### config.mk
export PLATFORM = sky130hd
export DESIGN_NAME = axi_fifo_bridge_flat
export DESIGN_NICKNAME = d
export VERILOG_FILES = /design/src/rtl/axi_fifo_bridge_if.sv /design/src/rtl/axi_fifo_bridge.sv /design/src/flat_wrapper.sv
export SDC_FILE = /design/constraint.sdc
export NUM_CORES = 1
export LEC_CHECK = 0
export ABC_AREA = 1
export CAP_MARGIN = 20
export CORE_AREA = 2 2 308 310
export DETAILED_ROUTE_END_ITERATION = 6
export DIE_AREA = 0 0 310 312
export PLACE_DENSITY = 0.68
export SETUP_SLACK_MARGIN = 0.1
export SLEW_MARGIN = 20
export SYNTH_ARGS = -nofsm -noshare
export SYNTH_HDL_FRONTEND = slang
export SYNTH_SLANG_ARGS = --single-unit
### constraint.sdc
create_clock -name clk -period 16.55 [get_ports clk]
set_input_delay 4.1375 -clock clk [delete_from_list [all_inputs] [get_ports clk]]
set_output_delay 4.1375 -clock clk [all_outputs]
set_load 0.01 [all_outputs]
### src/rtl/axi_fifo_bridge_if.sv
// Message handshake bundle between the accelerator core (inside, i_*) and
// the AXI-facing shell (outside, o_*). The bridge takes the slave view; the
// environment that drives both sides takes the master view.
interface axi_fifo_bridge_if #(
  parameter int W_MSG = 64
);
  // IN channel: outside produces, inside consumes
  logic             o_in_msg_rdy;
  logic [W_MSG-1:0] o_in_msg;
  logic             o_in_msg_ack;
  logic             i_in_msg_rdy;
  logic [W_MSG-1:0] i_in_msg;
  logic             i_in_msg_ack;

  // OUT channel: inside produces, outside consumes
  logic             i_out_msg_rdy;
  logic [W_MSG-1:0] i_out_msg;
  logic             i_out_msg_ack;
  logic             o_out_msg_rdy;
  logic [W_MSG-1:0] o_out_msg;
  logic             o_out_msg_ack;

  modport slave (
    input  o_in_msg_rdy, o_in_msg, i_in_msg_ack,
    input  i_out_msg_rdy, i_out_msg, o_out_msg_ack,
    output o_in_msg_ack, i_in_msg_rdy, i_in_msg,
    output i_out_msg_ack, o_out_msg_rdy, o_out_msg
  );

  modport master (
    output o_in_msg_rdy, o_in_msg, i_in_msg_ack,
    output i_out_msg_rdy, i_out_msg, o_out_msg_ack,
    input  o_in_msg_ack, i_in_msg_rdy, i_in_msg,
    input  i_out_msg_ack, o_out_msg_rdy, o_out_msg
  );
endinterface

### src/rtl/axi_fifo_bridge.sv
// Bidirectional message bridge: two independent first-word-fall-through
// FIFOs (IN: outside -> inside, OUT: inside -> outside) with rdy/ack
// handshakes, occupancy counts and almost-full flags.
// Optional feature macro: FIFO_STATS_EN enables per-channel 16-bit
// saturating overflow (push stalled by full) and underflow (ack while
// empty) counters; when undefined the counters read 0 and stat_clr is unused.

// One FIFO channel. The producer side pushes at most every other cycle
// because its ack register masks rdy for the cycle after a capture.
module axi_fifo_bridge_chan #(
  parameter int W_MSG        = 64,
  parameter int DEPTH        = 8,
  parameter int W_LOG        = 3,
  parameter int AFULL_THRESH = 6
) (
  input  logic             clk,
  input  logic             rst,
  input  logic             stat_clr,
  input  logic             prod_rdy,
  input  logic [W_MSG-1:0] prod_msg,
  output logic             prod_ack,
  output logic             cons_rdy,
  output logic [W_MSG-1:0] cons_msg,
  input  logic             cons_ack,
  output logic [W_LOG:0]   count,
  output logic             afull,
  output logic [15:0]      ovf_cnt,
  output logic [15:0]      unf_cnt
);
  localparam logic [W_LOG:0]   FULL_COUNT  = (W_LOG+1)'(DEPTH);
  localparam logic [W_LOG:0]   AFULL_COUNT = (W_LOG+1)'(AFULL_THRESH);
  localparam logic [W_LOG:0]   CNT_ONE     = 1;
  localparam logic [W_LOG-1:0] PTR_ONE     = 1;

  logic [W_MSG-1:0] mem [DEPTH];
  logic [W_LOG-1:0] wr_ptr_reg;
  logic [W_LOG-1:0] rd_ptr_reg;
  logic [W_LOG:0]   count_reg;
  logic             ack_reg;

  logic full;
  logic empty;
  logic push;
  logic pop;

  // Full/empty come from pre-edge state only: a same-edge pop never frees
  // room for a push, and a same-edge push never feeds a pop.
  assign full  = (count_reg == FULL_COUNT);
  assign empty = (count_reg == '0);
  assign push  = prod_rdy && !ack_reg && !full;
  assign pop   = cons_ack && !empty;

  assign prod_ack = ack_reg;
  assign cons_rdy = !empty;
  assign cons_msg = empty ? '0 : mem[rd_ptr_reg];
  assign count    = count_reg;
  assign afull    = (count_reg >= AFULL_COUNT);

  // Storage write; contents are deliberately left out of reset
  always_ff @(posedge clk) begin
    if (push) begin
      mem[wr_ptr_reg] <= prod_msg;
    end
  end

  // Pointers, occupancy and the one-cycle producer ack
  always_ff @(posedge clk or negedge rst) begin
    if (!rst) begin
      wr_ptr_reg <= '0;
      rd_ptr_reg <= '0;
      count_reg  <= '0;
      ack_reg    <= 1'b0;
    end else begin
      ack_reg <= push;
      if (push) begin
        wr_ptr_reg <= wr_ptr_reg + PTR_ONE;
      end
      if (pop) begin
        rd_ptr_reg <= rd_ptr_reg + PTR_ONE;
      end
      case ({push, pop})
        2'b10:   count_reg <= count_reg + CNT_ONE;
        2'b01:   count_reg <= count_reg - CNT_ONE;
        default: count_reg <= count_reg;
      endcase
    end
  end

`ifdef FIFO_STATS_EN
  logic ovf_event;
  logic unf_event;

  // A stall is a push that would have happened if the FIFO were not full
  assign ovf_event = prod_rdy && !ack_reg && full;
  assign unf_event = cons_ack && empty;

  // Saturating error counters; clear wins over a same-edge increment
  always_ff @(posedge clk or negedge rst) begin
    if (!rst) begin
      ovf_cnt <= '0;
      unf_cnt <= '0;
    end else if (stat_clr) begin
      ovf_cnt <= '0;
      unf_cnt <= '0;
    end else begin
      if (ovf_event && (ovf_cnt != 16'hFFFF)) begin
        ovf_cnt <= ovf_cnt + 16'd1;
      end
      if (unf_event && (unf_cnt != 16'hFFFF)) begin
        unf_cnt <= unf_cnt + 16'd1;
      end
    end
  end
`else
  logic unused_stat_clr;

  assign unused_stat_clr = stat_clr;
  assign ovf_cnt         = '0;
  assign unf_cnt         = '0;
`endif
endmodule

// Top level: IN and OUT channels are the same FIFO with producer and
// consumer roles swapped between the inside and outside ports.
module axi_fifo_bridge #(
  parameter int W_MSG        = 64,
  parameter int DEPTH        = 8,
  parameter int W_LOG        = 3,
  parameter int AFULL_THRESH = 6
) (
  input  logic                 clk,
  input  logic                 rst,
  axi_fifo_bridge_if.slave     bus,
  input  logic                 stat_clr,
  output logic [W_LOG:0]       in_count,
  output logic [W_LOG:0]       out_count,
  output logic                 in_afull,
  output logic                 out_afull,
  output logic [15:0]          in_ovf_cnt,
  output logic [15:0]          out_ovf_cnt,
  output logic [15:0]          in_unf_cnt,
  output logic [15:0]          out_unf_cnt
);
  axi_fifo_bridge_chan #(
    .W_MSG        (W_MSG),
    .DEPTH        (DEPTH),
    .W_LOG        (W_LOG),
    .AFULL_THRESH (AFULL_THRESH)
  ) u_in_chan (
    .clk      (clk),
    .rst      (rst),
    .stat_clr (stat_clr),
    .prod_rdy (bus.o_in_msg_rdy),
    .prod_msg (bus.o_in_msg),
    .prod_ack (bus.o_in_msg_ack),
    .cons_rdy (bus.i_in_msg_rdy),
    .cons_msg (bus.i_in_msg),
    .cons_ack (bus.i_in_msg_ack),
    .count    (in_count),
    .afull    (in_afull),
    .ovf_cnt  (in_ovf_cnt),
    .unf_cnt  (in_unf_cnt)
  );

  axi_fifo_bridge_chan #(
    .W_MSG        (W_MSG),
    .DEPTH        (DEPTH),
    .W_LOG        (W_LOG),
    .AFULL_THRESH (AFULL_THRESH)
  ) u_out_chan (
    .clk      (clk),
    .rst      (rst),
    .stat_clr (stat_clr),
    .prod_rdy (bus.i_out_msg_rdy),
    .prod_msg (bus.i_out_msg),
    .prod_ack (bus.i_out_msg_ack),
    .cons_rdy (bus.o_out_msg_rdy),
    .cons_msg (bus.o_out_msg),
    .cons_ack (bus.o_out_msg_ack),
    .count    (out_count),
    .afull    (out_afull),
    .ovf_cnt  (out_ovf_cnt),
    .unf_cnt  (out_unf_cnt)
  );
endmodule

### src/flat_wrapper.sv
// flat-port wrapper written by rule: the top's interface ports become plain ports
module axi_fifo_bridge_flat 
#(
  parameter int W_MSG        = 64,
  parameter int DEPTH        = 8,
  parameter int W_LOG        = 3,
  parameter int AFULL_THRESH = 6
)
  (clk, rst, stat_clr, in_count, out_count, in_afull, out_afull, in_ovf_cnt, out_ovf_cnt, in_unf_cnt, out_unf_cnt, bus_o_in_msg_rdy, bus_o_in_msg, bus_i_in_msg_ack, bus_i_out_msg_rdy, bus_i_out_msg, bus_o_out_msg_ack, bus_o_in_msg_ack, bus_i_in_msg_rdy, bus_i_in_msg, bus_i_out_msg_ack, bus_o_out_msg_rdy, bus_o_out_msg);
  axi_fifo_bridge_if #(.W_MSG(W_MSG)) bus_i ();
  input  logic clk;
  input  logic rst;
  input  logic stat_clr;
  output logic [W_LOG:0] in_count;
  output logic [W_LOG:0] out_count;
  output logic in_afull;
  output logic out_afull;
  output logic [15:0] in_ovf_cnt;
  output logic [15:0] out_ovf_cnt;
  output logic [15:0] in_unf_cnt;
  output logic [15:0] out_unf_cnt;
  input wire logic [$bits(bus_i.o_in_msg_rdy)-1:0] bus_o_in_msg_rdy;
  input wire logic [$bits(bus_i.o_in_msg)-1:0] bus_o_in_msg;
  input wire logic [$bits(bus_i.i_in_msg_ack)-1:0] bus_i_in_msg_ack;
  input wire logic [$bits(bus_i.i_out_msg_rdy)-1:0] bus_i_out_msg_rdy;
  input wire logic [$bits(bus_i.i_out_msg)-1:0] bus_i_out_msg;
  input wire logic [$bits(bus_i.o_out_msg_ack)-1:0] bus_o_out_msg_ack;
  output wire logic [$bits(bus_i.o_in_msg_ack)-1:0] bus_o_in_msg_ack;
  output wire logic [$bits(bus_i.i_in_msg_rdy)-1:0] bus_i_in_msg_rdy;
  output wire logic [$bits(bus_i.i_in_msg)-1:0] bus_i_in_msg;
  output wire logic [$bits(bus_i.i_out_msg_ack)-1:0] bus_i_out_msg_ack;
  output wire logic [$bits(bus_i.o_out_msg_rdy)-1:0] bus_o_out_msg_rdy;
  output wire logic [$bits(bus_i.o_out_msg)-1:0] bus_o_out_msg;
  assign bus_i.o_in_msg_rdy = bus_o_in_msg_rdy;
  assign bus_i.o_in_msg = bus_o_in_msg;
  assign bus_i.i_in_msg_ack = bus_i_in_msg_ack;
  assign bus_i.i_out_msg_rdy = bus_i_out_msg_rdy;
  assign bus_i.i_out_msg = bus_i_out_msg;
  assign bus_i.o_out_msg_ack = bus_o_out_msg_ack;
  assign bus_o_in_msg_ack = bus_i.o_in_msg_ack;
  assign bus_i_in_msg_rdy = bus_i.i_in_msg_rdy;
  assign bus_i_in_msg = bus_i.i_in_msg;
  assign bus_i_out_msg_ack = bus_i.i_out_msg_ack;
  assign bus_o_out_msg_rdy = bus_i.o_out_msg_rdy;
  assign bus_o_out_msg = bus_i.o_out_msg;
  axi_fifo_bridge #(.W_MSG(W_MSG), .DEPTH(DEPTH), .W_LOG(W_LOG), .AFULL_THRESH(AFULL_THRESH)) u_core (.clk(clk), .rst(rst), .bus(bus_i), .stat_clr(stat_clr), .in_count(in_count), .out_count(out_count), .in_afull(in_afull), .out_afull(out_afull), .in_ovf_cnt(in_ovf_cnt), .out_ovf_cnt(out_ovf_cnt), .in_unf_cnt(in_unf_cnt), .out_unf_cnt(out_unf_cnt));
endmodule
# Word level (Yosys, flattened, before mapping)
# Memories as Yosys holds them, arrays and structs flattened.
# Cells that the tools add are included.
dict set report word_totals {
  out_inout_bits 206
  n_memories 2
  mem_bits_rw 1024
  reg_bits 22
}
dict set report classes {
  addsub 8
  n_eq_ne 6
  n_mux 8
  magnitude_cmp 2
  reduce_logical 16
}
# name words width rd rd_clocked_by_memory_dff write_ports line_no
set memory_table {}
lappend memory_table {u_core.u_in_chan.mem 8 64 1 0 1 axi_fifo_bridge.sv:35} ;# logic [W_MSG-1:0] mem [DEPTH];
lappend memory_table {u_core.u_out_chan.mem 8 64 1 0 1 axi_fifo_bridge.sv:35}
# cell count
set ops {}
lappend ops {{two-way mux 64 bit} 2}
lappend ops {{case mux 4 bit (2 select lines)} 2}
lappend ops {{adder 3 x 1 -> 3 bit (second input constant)} 4}
lappend ops {{adder 4 x 1 -> 4 bit (second input constant)} 2}
lappend ops {{equality test 4 bit (second input constant)} 2}
lappend ops {{>= comparator 4 x 3 -> 1 bit (second input constant)} 2}
lappend ops {{zero test 4 bit} 2}
lappend ops {{subtractor 4 x 1 -> 4 bit (second input constant)} 2}
lappend ops {{logical AND 1 bit} 6}
lappend ops {{zero test 1 bit} 6}
lappend ops {{equality test 2 x 1 -> 1 bit (second input constant)} 2}
lappend ops {{equality test 2 bit (second input constant)} 2}
lappend ops {{two-way mux 1 bit} 4}
lappend ops {{nonzero test 2 bit} 2}

# Longest topological paths before layout
dict set report logic_depth {
  depth_word 5
  mapped_depth 13
  ltp_nobuf 13
}

# Hierarchy
# From an unflattened synthesis, not the netlist that was laid out.
dict set report hier_totals {
  cells_unflattened 3260
  area_unflattened_um2 41850.1
}
# module n_inst area_each_um2 seq_area_each_um2 cells_each
set by_module_without_submodules {}
lappend by_module_without_submodules {axi_fifo_bridge_chan 2 20925.1 15650.0 1630}

# Worst setup path before layout
# OpenSTA, ideal clock, no wires.
dict set report synth_path {
  kind {input to register}
  startpoint {input port bus_o_in_msg_rdy}
  endpoint {memory u_core.u_in_chan.mem[0][0] (enable)}
  path_slack_ns 7.163
  stages 5
  n_path_buf 1
  t_arrival_ns 8.822
  cell_sequence {inv_1 -> nor2_1 -> nand2_1 -> buf_2 -> nor3_1}
}
dict set report synth_via {
  elab_chain_cells 4
}
# item line_no
set synth_rtl {}
lappend synth_rtl {{start: declaration} flat_wrapper.sv:22} ;# input wire logic [$bits(bus_i.o_in_msg_rdy)-1:0] bus_o_in_msg_rdy;
lappend synth_rtl {{logical AND 1 bit (2 in a row)} axi_fifo_bridge.sv:50} ;# assign push = prod_rdy && !ack_reg && !full;
lappend synth_rtl {{two-way mux 1 bit} axi_fifo_bridge.sv:61} ;# if (push) begin
lappend synth_rtl {{two-way mux 1 bit (not written as such)} axi_fifo_bridge.sv:62} ;# mem[wr_ptr_reg] <= prod_msg;
lappend synth_rtl {{end: declaration} axi_fifo_bridge.sv:35}
# No other way between the ends.

# Worst setup path in the final report
dict set report layout_path {
  startpoint {register u_core.u_in_chan.rd_ptr_reg[0]}
  endpoint {output port bus_i_in_msg[31]}
}
dict set report layout_via {
  elab_chain_cells 2
}
# item line_no
set layout_rtl {}
lappend layout_rtl {{start: declaration} axi_fifo_bridge.sv:37} ;# logic [W_LOG-1:0] rd_ptr_reg;
lappend layout_rtl {{start signal: assignment} axi_fifo_bridge.sv:79} ;# rd_ptr_reg <= rd_ptr_reg + PTR_ONE;
lappend layout_rtl {{memory (8 x 64 bit)} --}
lappend layout_rtl {{two-way mux 64 bit} axi_fifo_bridge.sv:55} ;# assign cons_msg = empty ? '0 : mem[rd_ptr_reg];
lappend layout_rtl {{end: declaration} flat_wrapper.sv:30} ;# output wire logic [$bits(bus_i.i_in_msg)-1:0] bus_i_in_msg;
# No other way between the ends.

==> flow_summary.yaml <==
grt:
  grt_util_met1_pct: 26.12
  grt_max_degree: 201
  grt_pass1_wl_um: 141900
  antenna_found_initial: 13
  overflow: 0
  grtUsageTotal_pct: 19.13
  grt_use_met2_pct: 30.86
  met3_usage_pct: 3.818
  grt_pass1_vias: 24060
  top_usage_layer: "met2"
clocking:
  cts_resized: 0
  clockBufferDepth: 3
  clkSinkCount: 1046
  ctsHoldBuffers: 0
  clk_latency_ns: 0.69
  post-cts-setup-buffers: 0
  numCtsBuffers: 106
  clockRootBuffer: "clkbuf_16"
  tritoncts: "yes"
  cts.reportedPaths.clkPinSlew_ns: 0.06
  h-tree-depth: 3
drt:
  via_per_inst: 5.309
  avgRoutedWirePerCell_um: 19.52
  final_antenna_net_count: 0
  drt_iter0_drc: 2502
  wl_um: 94220
  vias: 25620
  drc_errors: 0
  dr.pass1.iters: 5
yosys:
  synthCells: 3258
  synth_compound_area_share_pct: 10.51
  seq_area_frac_synth_pct: 74.83
  synth_commonest_cells: "1024 x edfxtp_1, 905 x nor2_1, 523 x o21ai_0"
  yosysTopAreaCellShare_pct: 73.51
  synth_edf_count: 1024
  syn_avg_cell_area_um2: 12.84
  synth_xor_area_share_pct: 0.2722
  synth.distinct_cells: 25
  ys_ff_latch: 1046
  synthAdderAreaFrac_pct: 0.2991
  syn_area_um2: 41830
  ys_warn_count: 0
  async_flop_share_pct: 2.103
  synthMuxAreaShare_pct: 0
  synthTopCellsByArea: "edfxtp_1 74%, nor2_1 8.1%, o21ai_0 6.3%, o211ai_1 2.3%, o22ai_1 1.9%"
  synthFlopType: "edfxtp_1"
  synth.most_common_cell: "edfxtp_1"
  synth_top_family_by_area: "compound AO/OA/AOI/OAI gates"
  synth_simple_gate_area_share_pct: 9.955
  yosys.area.top_type: "edfxtp_1"
final_layout:
  fin_nets: 3617
  area_growth_pct: 16.54
  reg_top3: "u_core.u_in_chan.mem: 512 flops, u_core.u_out_chan.mem: 512 flops"
  n_fill_cell: 7671
  drive_above_1_share_pct: 6.538
  fin_cells: 4826
critical_path:
  path_class: "reg2out"
  required_ns: 12.41
  crit_arrival_ns: 4.96
  r2r_slack_ns: 13.42
  crit_fanout: 105
  cp-end-kind: "primary output"
  start_kind: "flip-flop"
floorplan:
  rows: 112
  die_area_um2: 96720
  start_util_pct: 44.95
  die_w_um: 310
  die_h_um: 312
  core-area_um2: 93050
  pin_count: 341
sta:
  fmax_mhz: 109.9
  maxSlewHeadroom_pct: 25.39
  tns_ns: 0
  setup-violations-final: 0
  period_share_pct: 54.96
  finalHoldViolations: 0
  worst_clock_skew_ns: 0.03293
  grt_setup_unrepaired: "false"
  worst_slew_pin_slew_ns: 1.119
  drv_slew: 0
  period_needed_ns: 9.097
placement:
  dp_hpwl_um: 47020
  portBuffers: 275
  gp_congestion: 0.7465
  dp_cells: 4618
power_and_ir_drop:
  p_per_area_nw_per_um2: 184.7
  max-vdd-ir-drop_v: 0.0002487
  p_leak_uw: 0.01638
status:
  outcome: "finished clean"
min_path:
  hold_path_class: "reg2reg"
job:
  drv_cap: 0
[through the flow]
stage	setup slack, ns	utilization, %	instance area (µm²)	power (µW)	hold WS [ns]
6_report	7.453	52.39	48750	9005	0.5757
5_1_grt	7.122	52.38	48740	9530	0.5970
4_1_cts	7.390	52.36	48720	9087	0.5832
3_5_place_dp	8.144	48.66	45270	6751	0.5679
3_3_place_gp	8.161	48.65	45270	6712	0.5566
2_1_floorplan	7.163	-	42070	5424	0.5595
[cell families after synthesis]
group,count (synthesis)
AOI/OAI and AO/OA,782
xor gates and xnor gates,13
adders and majority gates,10
buffers and inverters,306
DFF,1046
other,1
and+or+nand+nor,1100
[worst paths after layout]
path                                                       startpoint                                    endpoint  cells past startpoint
min in group asynchronous                                         rst      u_core.u_out_chan.count[0]$_DFFE_PN0P_                      2
max                        u_core.u_in_chan.rd_ptr_reg[0]$_DFFE_PN0P_                            bus_i_in_msg[31]                      8
max reg2reg                    u_core.u_out_chan.count[2]$_DFFE_PN0P_      u_core.u_out_chan.mem[3][21]$_DFFE_PP_                      5
min                             u_core.u_in_chan.count[0]$_DFFE_PN0P_       u_core.u_in_chan.count[0]$_DFFE_PN0P_                      1
min reg2reg                     u_core.u_in_chan.count[0]$_DFFE_PN0P_       u_core.u_in_chan.count[0]$_DFFE_PN0P_                      1
max in group asynchronous                                         rst  u_core.u_in_chan.rd_ptr_reg[0]$_DFFE_PN0P_                      2
[worst max-delay path: stages, from the launching register on]
cell and delay (ns):
dfrtp_4 0.72, inv_6 0.48, buf_4 0.86, buf_4 0.80
o21ai_0 0.19, o22ai_1 0.18, nor2_1 0.06, nor2_1 0.23
clkdlybuf4s50_1 0.58
[metal layers]
layer / share of wire (%) / wire length [µm]
met3: 6.8 / 6382
met4: 2.3 / 2129
met1: 43 / 40250
met2: 48 / 45370
met5: 0.097 / 91
[power breakdown]
group	internal, µW	switching (µW)
Sequential	3230	222
Clock	1350	981
Combinational	1240	1980
[layout make-up]
type / count / area (µm²) / share of cell area [%]
inverters: 30 / 123.9 / 0.2541
clock inverters: 69 / 588.1 / 1.206
multi-input cells: 1969 / 9150 / 18.77
diodes: 8 / 20.02 / 0.04107
well taps: 1254 / 1569 / 3.219
flip-flops and latches: 1046 / 31320 / 64.26
clock buffers: 131 / 2861 / 5.870
repair buffers: 319 / 3112 / 6.383
[layout by cell type, fill, tap and decap left out, types with 3 or more instances in the layout]
cell type and count:
clkbuf_8 3, buf_4 41, inv_6 6, diode_2 8
dfrtp_4 6, clkinvlp_4 3, dfrtp_1 16, clkdlybuf4s50_1 275
xor2_1 7, clkbuf_16 110, clkinv_1 22, xnor2_1 6
nor3_2 15, ha_1 10, edfxtp_1 1024, clkbuf_1 18
o211ai_1 128, bufinv_16 8, o22ai_1 128, clkinv_2 29
inv_1 26, nand2_1 168, nand3_1 8, conb_1 64
o21ai_0 523, nor2_1 905
Note: power is estimated with default switching activity, not from simulation.
